<file path="config.mk">
export PLATFORM = sky130hd
export DESIGN_NAME = a1335_multi_poller
export DESIGN_NICKNAME = d
export VERILOG_FILES = /design/src/rtl/a1335_pkg.sv /design/src/rtl/a1335_txn.sv /design/src/rtl/a1335_multi_poller.sv
export SDC_FILE = /design/constraint.sdc
export NUM_CORES = 1
export LEC_CHECK = 0
export CORE_MARGIN = 2
export CORE_UTILIZATION = 52
export CTS_BUF_LIST = sky130_fd_sc_hd__clkbuf_2
export DETAILED_ROUTE_END_ITERATION = 8
export PLACE_DENSITY = 0.92
export SLEW_MARGIN = 20
export SYNTH_ARGS = -nofsm -noshare
export SYNTH_HDL_FRONTEND = slang
export SYNTH_SLANG_ARGS = --single-unit
</file>
<file path="constraint.sdc">
create_clock -name clock -period 17.3 [get_ports clock]
set_input_delay 5.19 -clock clock [delete_from_list [all_inputs] [get_ports clock]]
set_output_delay 5.19 -clock clock [all_outputs]
set_load 0.05 [all_outputs]
</file>
<file path="src/rtl/a1335_pkg.sv">
// Shared types and constants for the multi-sensor A1335 angle poller.
// Register pointers, transaction size and read-data field positions.
package a1335_pkg;

   typedef enum logic [2:0] {
      S_IDLE,
      S_SELECT,
      S_ISSUE,
      S_DRAIN,
      S_STORE,
      S_NEXT,
      S_END,
      S_WAIT
   } state_t;

   typedef enum logic {
      PH_ANGLE,
      PH_STATUS
   } phase_t;

   localparam logic [7:0]  A1335_REG_ANGLE  = 8'h20;
   localparam logic [7:0]  A1335_REG_STATUS = 8'h22;
   localparam logic [7:0]  TXN_NBYTES       = 8'd3;

   localparam int unsigned DATA_MSB = 31;
   localparam int unsigned DATA_LSB = 16;
   localparam int unsigned ANGLE_W  = 12;
   localparam int unsigned STATUS_W = 16;

   localparam logic [ANGLE_W-1:0] ANGLE_RST = 12'd7;

   function automatic logic [31:0] ptr_word(input logic [7:0] ptr);
      return {ptr, 24'h0};
   endfunction

endpackage

</file>
<file path="src/rtl/a1335_txn.sv">
// One register read through i2c_master: enable handshake, drain and abort.
// Reports completion, failure (NACK or timeout) and the returned data bytes.
module a1335_txn
   import a1335_pkg::*;
#(
   parameter int unsigned TIMEOUT_CYCLES = 200000
) (
   input  logic        clock,
   input  logic        reset,
   input  logic        i_issue,
   input  logic        i_drain,
   input  logic [6:0]  i_addr,
   input  logic [7:0]  i_ptr,
   output logic        o_i2c_ena,
   output logic [6:0]  o_i2c_addr,
   output logic        o_i2c_rw,
   output logic [31:0] o_i2c_data_wr,
   output logic [7:0]  o_i2c_nbytes,
   input  logic        i_i2c_busy,
   input  logic [31:0] i_i2c_data_rd,
   input  logic        i_i2c_ack_error,
   input  logic [7:0]  i_i2c_byte_counter,
   output logic        o_issued,
   output logic        o_done,
   output logic        o_fail,
   output logic [15:0] o_data
);

   localparam int TW = $clog2(TIMEOUT_CYCLES + 1) + 1;

   logic [TW-1:0] r_timer;
   logic          r_fail;
   logic [15:0]   r_data;
   logic          w_active;
   logic          w_timeout;
   logic          w_unused_lo;

   assign w_active    = i_issue | i_drain;
   assign w_timeout   = w_active && (r_timer == TW'(TIMEOUT_CYCLES));
   assign w_unused_lo = ^i_i2c_data_rd[DATA_LSB-1:0];

   // ena is decoded from the caller's state, so an async reset drops it at once
   assign o_i2c_ena     = i_issue & ~w_timeout;
   assign o_i2c_addr    = w_active ? i_addr : 7'd0;
   assign o_i2c_data_wr = w_active ? ptr_word(i_ptr) : 32'd0;
   assign o_i2c_rw      = 1'b1;
   assign o_i2c_nbytes  = TXN_NBYTES;

   assign o_issued = i_issue & (i_i2c_byte_counter >= TXN_NBYTES);
   assign o_done   = w_timeout | (i_drain & ~i_i2c_busy);
   assign o_fail   = r_fail;
   assign o_data   = r_data;

   always_ff @(posedge clock or posedge reset) begin
      if (reset) begin
         r_timer <= '0;
         r_fail  <= 1'b0;
         r_data  <= '0;
      end else begin
         r_timer <= w_active ? r_timer + 1'b1 : '0;
         if (o_done) begin
            r_fail <= w_timeout | i_i2c_ack_error;
            r_data <= i_i2c_data_rd[DATA_MSB:DATA_LSB];
         end
      end
   end

endmodule

</file>
<file path="src/rtl/a1335_multi_poller.sv">
// Round-robin poller for up to 16 A1335 sensors on a shared I2C bus.
// Sequences channels and phases; a1335_txn performs each register read.
module a1335_multi_poller
   import a1335_pkg::*;
#(
   parameter int unsigned NUM_SENSORS    = 4,
   parameter int unsigned CLK_HZ         = 50000000,
   parameter int unsigned TIMEOUT_CYCLES = 200000,
   parameter logic [7:0]  REG_ANGLE      = A1335_REG_ANGLE,
   parameter logic [7:0]  REG_STATUS     = A1335_REG_STATUS
) (
   input  logic                      clock,
   input  logic                      reset,
   input  logic                      start,
   input  logic                      continuous,
   input  logic                      read_status,
   input  logic [31:0]               interval,
   input  logic [7*NUM_SENSORS-1:0]  device_ids,
   input  logic [NUM_SENSORS-1:0]    channel_mask,
   output logic                      i2c_ena,
   output logic [6:0]                i2c_addr,
   output logic                      i2c_rw,
   output logic [31:0]               i2c_data_wr,
   output logic [7:0]                i2c_nbytes,
   input  logic                      i2c_busy,
   input  logic [31:0]               i2c_data_rd,
   input  logic                      i2c_ack_error,
   input  logic [7:0]                i2c_byte_counter,
   output logic [12*NUM_SENSORS-1:0] angles,
   output logic [16*NUM_SENSORS-1:0] statuses,
   output logic [NUM_SENSORS-1:0]    valid,
   output logic [NUM_SENSORS-1:0]    err,
   output logic [8*NUM_SENSORS-1:0]  err_count,
   output logic                      busy,
   output logic                      sweep_done
);

   localparam int CW = (NUM_SENSORS > 1) ? $clog2(NUM_SENSORS) : 1;

   if (CLK_HZ < 1 || NUM_SENSORS < 1 || NUM_SENSORS > 16) begin : g_bad_params
      $error("a1335_multi_poller: bad parameters");
   end

   state_t                                 r_state;
   state_t                                 w_next;
   phase_t                                 r_phase;
   logic [CW-1:0]                          r_ch;
   logic [CW-1:0]                          w_ch_inc;
   logic [NUM_SENSORS-1:0]                 r_mask;
   logic                                   r_rs;
   logic [31:0]                            r_wait;
   logic [NUM_SENSORS-1:0][ANGLE_W-1:0]    r_angle;
   logic [NUM_SENSORS-1:0][STATUS_W-1:0]   r_status;
   logic [NUM_SENSORS-1:0][7:0]            r_errcnt;
   logic [NUM_SENSORS-1:0]                 r_valid;
   logic [NUM_SENSORS-1:0]                 r_err;
   logic [NUM_SENSORS-1:0][6:0]            w_ids;
   logic                                   w_last;
   logic                                   w_sweep_start;
   logic                                   w_issued;
   logic                                   w_done;
   logic                                   w_fail;
   logic [15:0]                            w_data;
   logic [7:0]                             w_ptr;

   assign w_ids    = device_ids;
   assign w_last   = (r_ch == CW'(NUM_SENSORS - 1));
   assign w_ch_inc = r_ch + 1'b1;
   assign w_ptr    = (r_phase == PH_STATUS) ? REG_STATUS : REG_ANGLE;

   assign angles     = r_angle;
   assign statuses   = r_status;
   assign err_count  = r_errcnt;
   assign valid      = r_valid;
   assign err        = r_err;
   assign busy       = (r_state != S_IDLE);
   assign sweep_done = (r_state == S_END);

   a1335_txn #(
      .TIMEOUT_CYCLES (TIMEOUT_CYCLES)
   ) u_txn (
      .clock              (clock),
      .reset              (reset),
      .i_issue            (r_state == S_ISSUE),
      .i_drain            (r_state == S_DRAIN),
      .i_addr             (w_ids[r_ch]),
      .i_ptr              (w_ptr),
      .o_i2c_ena          (i2c_ena),
      .o_i2c_addr         (i2c_addr),
      .o_i2c_rw           (i2c_rw),
      .o_i2c_data_wr      (i2c_data_wr),
      .o_i2c_nbytes       (i2c_nbytes),
      .i_i2c_busy         (i2c_busy),
      .i_i2c_data_rd      (i2c_data_rd),
      .i_i2c_ack_error    (i2c_ack_error),
      .i_i2c_byte_counter (i2c_byte_counter),
      .o_issued           (w_issued),
      .o_done             (w_done),
      .o_fail             (w_fail),
      .o_data             (w_data)
   );

   // NEXT skips straight over masked-off channels, one cycle per channel
   always_comb begin
      w_next        = r_state;
      w_sweep_start = 1'b0;
      unique case (r_state)
         S_IDLE: begin
            if (start) begin
               w_next        = S_SELECT;
               w_sweep_start = 1'b1;
            end
         end
         S_SELECT: w_next = r_mask[r_ch] ? S_ISSUE : S_NEXT;
         S_ISSUE: begin
            if (w_done)
               w_next = S_STORE;
            else if (w_issued)
               w_next = S_DRAIN;
         end
         S_DRAIN: begin
            if (w_done)
               w_next = S_STORE;
         end
         S_STORE: begin
            if (!w_fail && r_phase == PH_ANGLE && r_rs)
               w_next = S_ISSUE;
            else
               w_next = S_NEXT;
         end
         S_NEXT: begin
            if (w_last)
               w_next = S_END;
            else if (r_mask[w_ch_inc])
               w_next = S_SELECT;
            else
               w_next = S_NEXT;
         end
         S_END: w_next = continuous ? S_WAIT : S_IDLE;
         S_WAIT: begin
            if (!continuous) begin
               w_next = S_IDLE;
            end else if (r_wait == 32'd0) begin
               w_next        = S_SELECT;
               w_sweep_start = 1'b1;
            end
         end
         default: w_next = S_IDLE;
      endcase
   end

   always_ff @(posedge clock or posedge reset) begin
      if (reset) begin
         r_state  <= S_IDLE;
         r_phase  <= PH_ANGLE;
         r_ch     <= '0;
         r_mask   <= '0;
         r_rs     <= 1'b0;
         r_wait   <= '0;
         r_angle  <= {NUM_SENSORS{ANGLE_RST}};
         r_status <= '0;
         r_errcnt <= '0;
         r_valid  <= '0;
         r_err    <= '0;
      end else begin
         r_state <= w_next;
         if (w_sweep_start) begin
            r_mask <= channel_mask;
            r_rs   <= read_status;
            r_ch   <= '0;
         end
         if (r_state == S_SELECT)
            r_phase <= PH_ANGLE;
         if (r_state == S_NEXT && !w_last)
            r_ch <= w_ch_inc;
         if (r_state == S_END)
            r_wait <= interval;
         else if (r_state == S_WAIT && r_wait != 32'd0)
            r_wait <= r_wait - 32'd1;
         if (r_state == S_STORE) begin
            if (w_fail) begin
               r_err[r_ch]   <= 1'b1;
               r_valid[r_ch] <= 1'b0;
               if (r_errcnt[r_ch] != 8'hFF)
                  r_errcnt[r_ch] <= r_errcnt[r_ch] + 8'd1;
            end else if (r_phase == PH_ANGLE) begin
               r_angle[r_ch] <= w_data[ANGLE_W-1:0];
               r_valid[r_ch] <= 1'b1;
               r_err[r_ch]   <= 1'b0;
               if (r_rs)
                  r_phase <= PH_STATUS;
            end else begin
               r_status[r_ch] <= w_data[STATUS_W-1:0];
            end
         end
      end
   end

endmodule

</file>
==> results of run 1 <==
[worst max path at each step]
stage | end | slack, ns
2_1_floorplan | async pin | 5.80
3_3_place_gp | i2c_addr[0] | 5.18
3_5_place_dp | i2c_addr[6] | 5.16
4_1_cts | i2c_addr[6] | 5.16
5_1_grt | i2c_addr[4] | 5.12
6_report | i2c_addr[0] | 5.18
[through the flow]
step	utilization, %	std cells	instance area (µm²)	hold WS [ns]
after global placement	65.9	1386	13300	0.468
after detailed placement	65.9	1386	13300	0.483
final	68.5	1493	13900	0.511
after floorplan	-	934	10800	0.491
after global routing	68.5	1493	13900	0.526
after CTS	68.5	1491	13900	0.508
[kinds of logic (layout without fill, tap and decap cells)]
group / Yosys count / count (layout) / synth area share, %
simple gates: 251 / 251 / 12.3
flops: 231 / 231 / 54.2
mux: 156 / 156 / 18.2
buf+inv: 99 / 386 / 4.98
compound gates: 98 / 98 / 5.05
xor+xnor: 51 / 51 / 4.18
fa+ha+maj: 9 / 9 / 1.05
other cells: 2 / 41 / 0.0702
[cells in the final DEF (no fill, tap or decap), drive strengths merged, types with 2 or more instances in the layout]
master	instances
nand4b	3
xor2	20
and2	4
a22oi	3
and4	2
buf	6
nor4	19
dfrtp	219
and3	7
nor2b	9
a32oi	4
nand4	7
mux4	17
o21ai	51
or2	3
clkdlybuf4s50	258
or3	10
nand2b	3
nor3	15
or4b	2
nor4b	6
conb	39
nor3b	2
or4	9
xnor2	31
inv	16
mux2	137
nor2	55
nand2	74
dfstp	12
diode	2
a21oi	30
clkbuf	87
a211oi	3
mux2i	2
ha	9
nand3	17
clkinv	19
[power by group through the flow]
stage / clock network [W] / registers, W / logic [W]
final: 0.000356 / 0.000897 / 0.00107
after global routing: 0.000396 / 0.000922 / 0.00113
after CTS: 0.000366 / 0.000894 / 0.00108
after detailed placement: 0 / 0.000901 / 0.00107
after global placement: 0 / 0.000886 / 0.00105
after floorplan: 0 / 0.00118 / 0.000426
[area by class of cell]
type	count	area share [%]
clock inverter	18	0.541
clock buffer	87	3.14
sequential	231	41.8
antenna	2	0.0361
multi-input combinational	604	32.5
tap	270	2.44
inverter	17	0.550
timing repair buffer	264	19.0
[routing by layer]
layer,track usage (%),wire (µm),up-vias
met5,0,12,-
met4,10.0,828,2
met3,10.6,2820,68
met2,42.2,13300,323
met1,29.1,10600,3903
li1,-,-,3671
[flip-flops by register name, indices dropped and copies added, names as in the netlist, named ones only]
name	count
angles	48
err_count	32
r_ch	2
r_mask	4
r_phase	1
r_rs	1
r_state	3
r_wait	32
statuses	64
u_txn.o_data	16
u_txn.o_fail	1
u_txn.r_timer	19
[worst reg2reg max path, cell delays in order, from the launching register on]
cell and delay, ns:
dfrtp_1 0.65, buf_4 0.36, mux4_2 0.63, ha_1 0.32
nand4_1 0.17, nand3_1 0.39, mux2_2 0.43
==> impl_results.md, run 1 <==
- Status: finished, final reports clean
- Post-synthesis cell type count: 56
- CP Data Arrival Time: 6.93 ns
- Final net count: 1296
- Die H: 147 µm
- Post-CTS setup buffer count: 0
- WP depth: 4
- Pleak: 6.08 nW
- Clock slew at reported path FFs: 0.09 ns
- Number of synthesized flops with an enable pin: 0
- CP cell instances: clkdlybuf4s50_1 -> mux4_2 -> nor2b_1 -> clkdlybuf4s50_1
- Worst Hold Class: register to register
- Setup-failing EPs final: 0
- Root Driver: clkbuf_2
- Vias in the first global route: 8445
- MaxCap Viol Count: 0
- RSZ-0062 raised after global routing: false
- First drt pass iteration count: 4
- Clock tree buffer depth: 3
- Critical Path RT: 12.11 ns
- Net Sw Frac: 45.7%
- Crit path top cell by count: clkdlybuf4s50_1
- Largest net degree at the start of global routing: 149
- H-tree levels: 2
- Sink Count: 231
- Most used flip-flop cell after synthesis: dfrtp_1
- Die area: 21700 µm²
- R2R Setup Slk: 14.27 ns
- Total grt overflow: 0
- Buf+Inv Stages, Crit Path: 2
- Fmax: 82.5 MHz
- Area taken by multi-input logic gates: 4510 µm²
- Core ar.: 20200 µm²
- Biggest cell delay along the critical path: 0.70 ns
- FFs w/ async S/R, synth: 100%
- Tmin final: 12.12 ns
- First-pass GRT wire length: 43500 µm
- Port Buffer Count: 258
- Final Skew: 0.116 ns
- Initial Util: 52.9%
- Via-per-instance ratio: 5.34
- Commonest cells in the netlist: dfrtp_1 (219), mux2_2 (137), nand2_1 (74)
- Most numerous cell in the Yosys netlist: dfrtp_1
- TritonCTS Buffers: 58
- Final setup margin: 5.18 ns
- Area Overhead vs Synth: 29.6%
- Fillers: 1418
- Final Wtd Congestion: 0.832
- Worst-case reg-to-reg path depth: 6
- Avg Cell Area, Syn: 11.9 µm²
- Cell count after synthesis: 897
- Final Power: 0.00232 W
- Detailed placer's ending HPWL: 18800 µm
- Rel. slew slack: 35.4%
- Yosys top cell area share: 51.2%
- Max-slew violations: 0
- HP Start: statuses[61]
- Hold-critical path depth: 1
- DRT iter0 DRCs: 331
- CP delay by family, top: buffers and inverters
- Max FO, Critical Path: 1
- Seq pwr share: 38.6%
- Post-CTS Resized: 0
- WS Path Type: primary input to output pin
- WHS Endpoint: statuses[61]
- Setup TNS: 0 ns
- Pre-CTS setup slack: 5.16 ns
- Synth warn: 0
- Avg WL per Cell: 18.4 µm
- Sequential cell area: 5800 µm²
- Post-synthesis register bit count: 231
- Clock power share: 15.3%
- Hold buffer count at CTS: 0
- Overall routing resource usage: 25.3%
- Crit-path slowest cell: clkdlybuf4s50_1
- Yosys top cell by area: dfrtp_1
- Int Power: 0.00126 W
- Crit. Startpoint: device_ids[14]
- Power Density: 168 nW/µm²
- RR Endpoint: err_count[1]
- Dominant cells by area after synthesis: dfrtp_1 (51%), mux2_2 (14%), mux4_2 (3.6%)
- DRC: 0
- Skew-Pair Late Insertion Delay: 0.85 ns
- FP Rows: 52
- RR Startpoint: r_ch[0]
- Switching pwr: 0.00106 W
- Num ports: 314
- CTS tree: done
- Combinational share of power: 46.1%
- Post-Syn Area: 10700 µm²
- Crit end category: output pin
- Final ANT Viol Nets: 0
- Die Span X: 147 µm
- Antenna violations before repair: 3
- Vias: 7967
- VDD IR max: 0.000133 V
- Startpoint Class: primary input
- Routed WL: 27500 µm
- Sequential share of the synthesized area: 54.2%
- Worst-Margin Slew: 0.967 ns
- Final Hold Vio Count: 0
- Ratio of cells with drive above 1 in the final layout: 22.8%
- Final Cycle Share: 70.1%
No activity file was read; power rests on OpenSTA's default activity.
==> run 2: changes to the inputs <==
Settings changed: CORE_UTILIZATION 52 to 44, PLACE_DENSITY 0.92 to 0.83.
Clock period 17.3 ns to 9.8 ns, I/O delays scaled along.
==> run 2 against run 1 <==
Hold slack lost 0.0014 ns. Design area grew 0.79%. Combinational power up 77%. Sequential share of layout area decreased by 0.33 points. Sequential cell count is the same. Via count increased by 0.68%. Critical path depth stayed put. Final cell count up 3.9%. Clock skew down 0.049 ns. Clock power rose by 85%. Clock-buffer cell count is 2 lower. Die area increased by 18%. Largest cell class unchanged. Largest power group unchanged.
==> impl_results.md, run 2 (synthesis gave the netlist of run 1 again) <==
- Status: finished, final reports clean
- Skew-Pair Late Insertion Delay: 0.85 ns
- Crit end category: output pin
- Via-per-instance ratio: 5.17
- Commonest non-fill, non-tap cells in the layout: clkdlybuf4s50_1 (258), dfrtp_1 (219), mux2_2 (137)
- Tmin final: 7.64 ns
- Total grt overflow: 0
- First drt pass iteration count: 5
- Uppermost layer routed: met5
- Setup-failing EPs final: 0
- Final Cycle Share: 78.0%
- Pleak: 6.11 nW
- Sink Count: 231
- CTS tree: done
- Critical Path RT: 6.86 ns
- First-pass GRT wire length: 43800 µm
- MaxCap Viol Count: 0
- Avg WL per Cell: 17.7 µm
- Antenna violations before repair: 3
- Post-CTS Resized: 0
- Port Buffer Count: 258
- Root Driver: clkbuf_2
- Worst-case reg-to-reg path depth: 6
- Routed WL: 27400 µm
- Overall routing resource usage: 21.4%
- Crit path top cell by count: clkdlybuf4s50_1
- H-tree levels: 2
- Wire length on met3: 2710 µm
- Max FO, Critical Path: 2
- Die H: 160 µm
- Die area: 25600 µm²
- Final Util: 58.0%
- Fmax: 131 MHz
- Max reg flops: 64
- VDD IR max: 0.000193 V
- Net Sw Frac: 45.2%
- DRT iter0 DRCs: 361
- Hold-critical path depth: 2
- Max-slew violations: 0
- Num ports: 314
- Final Wtd Congestion: 0.784
- Int Power: 0.00226 W
- Ratio of cells with drive above 1 in the final layout: 23.0%
- Vias in the first global route: 8312
- Final net count: 1298
- Seq pwr share: 38.2%
- DRC: 0
- Vias: 8021
- Switching pwr: 0.00186 W
- RSZ-0062 raised after global routing: false
- Crit-path slowest cell: clkdlybuf4s50_1
- Area Overhead vs Synth: 30.7%
- Die Span X: 160 µm
- Final Hold Vio Count: 0
- Post-CTS setup buffer count: 0
- Detailed placer's ending HPWL: 19100 µm
- CP Data Arrival Time: 4.70 ns
- Clock tree buffer depth: 3
- Startpoint Class: primary input
- Rel. slew slack: 35.0%
- Combinational share of power: 45.8%
- Worst Hold Class: register to register
- TritonCTS Buffers: 59
- Biggest cell delay along the critical path: 0.70 ns
- Power Density: 294 nW/µm²
- WS Path Type: primary input to output pin
- Core ar.: 24100 µm²
- Hold buffer count at CTS: 0
- Setup TNS: 0 ns
- Final ANT Viol Nets: 0
- Clock power share: 16.0%
- Commonest non-fill, non-tap cell in the layout: clkdlybuf4s50_1
- Final Skew: 0.0668 ns
- Clock slew at reported path FFs: 0.09 ns
- Initial Util: 44.4%
- WL met2: 13200 µm
- Largest net degree at the start of global routing: 84
- FP Rows: 57
- Wl on met1: 10700 µm
- Worst-Margin Slew: 0.973 ns
- CP cell instances: clkdlybuf4s50_1 -> mux4_2 -> nor2b_1 -> clkdlybuf4s50_1
==> run 2: layout make-up <==
class | count | area (µm²)
clock inverter | 23 | 125
timing repair buffer | 265 | 2640
inverter | 17 | 71.3
sequential | 231 | 5800
multi-input combinational | 604 | 4510
clock buffer | 85 | 425
tap | 324 | 405
fill | 2026 | 10100
antenna | 2 | 5.00
==> run 2: power groups by stage <==
stage / registers (W) / clock network (W) / logic (W)
3_5_place_dp: 0.00159 / 0 / 0.00189
5_1_grt: 0.00162 / 0.000732 / 0.00200
2_1_floorplan: 0.00209 / 0 / 0.000752
6_report: 0.00157 / 0.000659 / 0.00189
3_3_place_gp: 0.00157 / 0 / 0.00186
4_1_cts: 0.00157 / 0.000688 / 0.00190
==> run 2: worst paths after layout <==
| check | endpoint | slack, ns | start |
|---|---|---|---|
| setup / recovery | i2c_addr[2] | 2.16 | device_ids[23] |
| min in group asynchronous | r_wait[8] | 2.56 | reset |
| hold reg to reg | register | 0.51 | register |
| max in group asynchronous | statuses[0] | 5.91 | reset |
| setup reg to reg | err_count[9] | 6.75 | r_ch[0] |
| hold / removal | register | 0.51 | register |
==> run 2: metrics by stage <==
step | power, W | setup slack, ns | std cells | cell area (µm²) | hold slack, ns
3_3_place_gp | 0.00343 | 2.14 | 1441 | 13400 | 0.466
6_report | 0.00412 | 2.16 | 1551 | 14000 | 0.510
3_5_place_dp | 0.00348 | 2.14 | 1441 | 13400 | 0.492
4_1_cts | 0.00416 | 2.14 | 1549 | 14000 | 0.515
2_1_floorplan | 0.00284 | 0.547 | 934 | 10800 | 0.491
5_1_grt | 0.00435 | 2.13 | 1551 | 14000 | 0.526
==> run 2: per-layer routing <==
metal / vias to the layer above / GRT usage (%)
li1: 3686 / -
met1: 3959 / 25.2
met2: 312 / 34.6
met3: 62 / 9.30
met4: 2 / 8.56
met5: - / 0
==> run 2: worst max-delay path, delay by kind of cell <==
family,cells,cell delay (ns)
buffers and inverters,2,1.15
muxes,1,0.47
and+or+nand+nor,1,0.14
==> run 3: changes to the inputs <==
Settings changed: CORE_UTILIZATION 44 to 49, PLACE_DENSITY 0.83 to 0.87.
Clock period 9.8 ns to 7.1 ns, I/O delays scaled along.
==> run 3 against run 2 <==
Critical path depth unchanged. Sequential cell count unchanged. Sequential power up 38%. Non-clock buffer count did not move. Die area down 10%. Core utilization rose by 6.1 points. Global-route usage rose by 2.0 points. Final cell count decreased by 3.8%. Total power increased by 37%. First-iteration DRC count is 20% lower. Wire length down 1.3%. Critical path type unchanged. Highest routed layer unchanged.
==> impl_results.md, run 3 (synthesis gave the netlist of run 1 again) <==
- Status: finished, final reports clean
- Area Overhead vs Synth: 29.6%
- Startpoint Class: primary input
- Vias in the first global route: 8121
- Setup-failing EPs final: 0
- Fmax: 165 MHz
- WS Path Type: primary input to output pin
- Pleak: 6.07 nW
- CP cell instances: clkdlybuf4s50_1 -> mux4_2 -> nor2b_1 -> clkdlybuf4s50_1
- Largest net degree at the start of global routing: 134
- Worst-Margin Slew: 0.941 ns
- Post-CTS Resized: 0
- Skew-Pair Late Insertion Delay: 0.83 ns
- Core ar.: 21600 µm²
- Final ANT Viol Nets: 0
- Num ports: 314
- Ratio of cells with drive above 1 in the final layout: 22.6%
- Final Cycle Share: 85.2%
- Die area: 23000 µm²
- Max reg flops: 64
- Hold buffer count at CTS: 0
- CP delay by family, top: buffers and inverters
- Root Driver: clkbuf_2
- MaxCap Viol Count: 0
- H-tree levels: 2
- Final Skew: 0.0941 ns
- Crit path top cell by count: clkdlybuf4s50_1
- Via-per-instance ratio: 5.33
- Detailed placer's ending HPWL: 19000 µm
- Initial Util: 49.5%
- Overall routing resource usage: 23.4%
- FP Rows: 54
- Commonest non-fill, non-tap cells in the layout: clkdlybuf4s50_1 (258), dfrtp_1 (219), mux2_2 (137)
- Max-slew violations: 0
- Worst Hold Class: register to register
- Post-CTS setup buffer count: 0
- Rel. slew slack: 37.1%
- Sink Count: 231
- Fillers: 1659
- Clock slew at reported path FFs: 0.10 ns
- DRT iter0 DRCs: 287
- Avg WL per Cell: 18.1 µm
- First drt pass iteration count: 5
- Placed insts: 1397
- Power Density: 406 nW/µm²
- Max FO, Critical Path: 1
- Final net count: 1296
- Die H: 152 µm
- Final non-filler cell total: 1492
- Vias: 7955
- VDD IR max: 0.000283 V
- Clock tree buffer depth: 3
- Crit-path slowest cell: clkdlybuf4s50_1
- RSZ-0062 raised after global routing: false
- Setup TNS: 0 ns
- CTS tree: done
- Die Span X: 152 µm
- Final Hold Vio Count: 0
- Biggest cell delay along the critical path: 0.70 ns
- TritonCTS Buffers: 57
- First-pass GRT wire length: 41900 µm
- Buf+Inv Stages, Crit Path: 2
- CP Data Arrival Time: 3.92 ns
- Critical Path RT: 4.97 ns
- Final Wtd Congestion: 0.814
- Hold slack: 0.503 ns
- DRC: 0
- Tmin final: 6.05 ns
- Routed WL: 27100 µm
- Port Buffer Count: 258
- Total grt overflow: 0
- Antenna violations before repair: 2
- Commonest non-fill, non-tap cell in the layout: clkdlybuf4s50_1
- Crit end category: output pin
==> run 3: final cells by class <==
| cell class | count | area, µm² | area share [%] |
|---|---|---|---|
| flip-flops and latches | 231 | 5800 | 41.8 |
| multi-input cells | 604 | 4510 | 32.5 |
| repair buffers | 265 | 2650 | 19.1 |
| clock buffers | 82 | 410 | 2.96 |
| well taps | 280 | 350 | 2.53 |
| clock inverters | 12 | 76.3 | 0.551 |
| inverters | 17 | 67.6 | 0.487 |
| diodes | 1 | 2.50 | 0.0181 |
==> run 3: per-layer routing <==
layer / vias up / GRT usage, % / share of wire (%)
met1: 3929 / 27.2 / 39
met4: 2 / 7.13 / 1.8
li1: 3671 / - / -
met2: 308 / 39.5 / 49
met5: - / 0 / 0.048
met3: 45 / 9.97 / 11
==> run 3: through the flow <==
step | utilization [%] | worst slack [ns] | total power [W] | instance area [µm²]
finish | 64.1 | 1.05 | 0.00562 | 13900
global placement | 61.8 | 1.09 | 0.00472 | 13400
global route | 64.1 | 1.00 | 0.00594 | 13900
CTS | 64.1 | 1.05 | 0.00567 | 13900
floorplan | - | 1.92 | 0.00392 | 10800
detailed placement | 61.8 | 1.06 | 0.00480 | 13400
==> run 3: power breakdown <==
group | internal, W | switching [W]
sequential | 0.00174 | 0.000432
combinational | 0.00101 | 0.00159
clock | 0.000343 | 0.000510
total | 0.00309 | 0.00253
==> run 3: worst reg2reg max path, stage by stage, from the launching register on <==
cell     delay, ns
dfrtp_1       0.85
buf_4         0.34
mux4_2        0.53
ha_1          0.28
nand4_1       0.17
nand3_1       0.39
mux2_2        0.43
==> run 3: final timing paths <==
check / slack (ns) / from / cells after the start / end
min reg2reg: 0.50 / register / 2 / register
max reg2reg: 4.00 / r_ch[0] / 6 / err_count[17]
min: 0.50 / register / 2 / register
max in group asynchronous: 3.96 / reset / 3 / r_wait[3]
max: 1.05 / device_ids[10] / 4 / i2c_addr[3]
min in group asynchronous: 1.80 / reset / 2 / statuses[53]
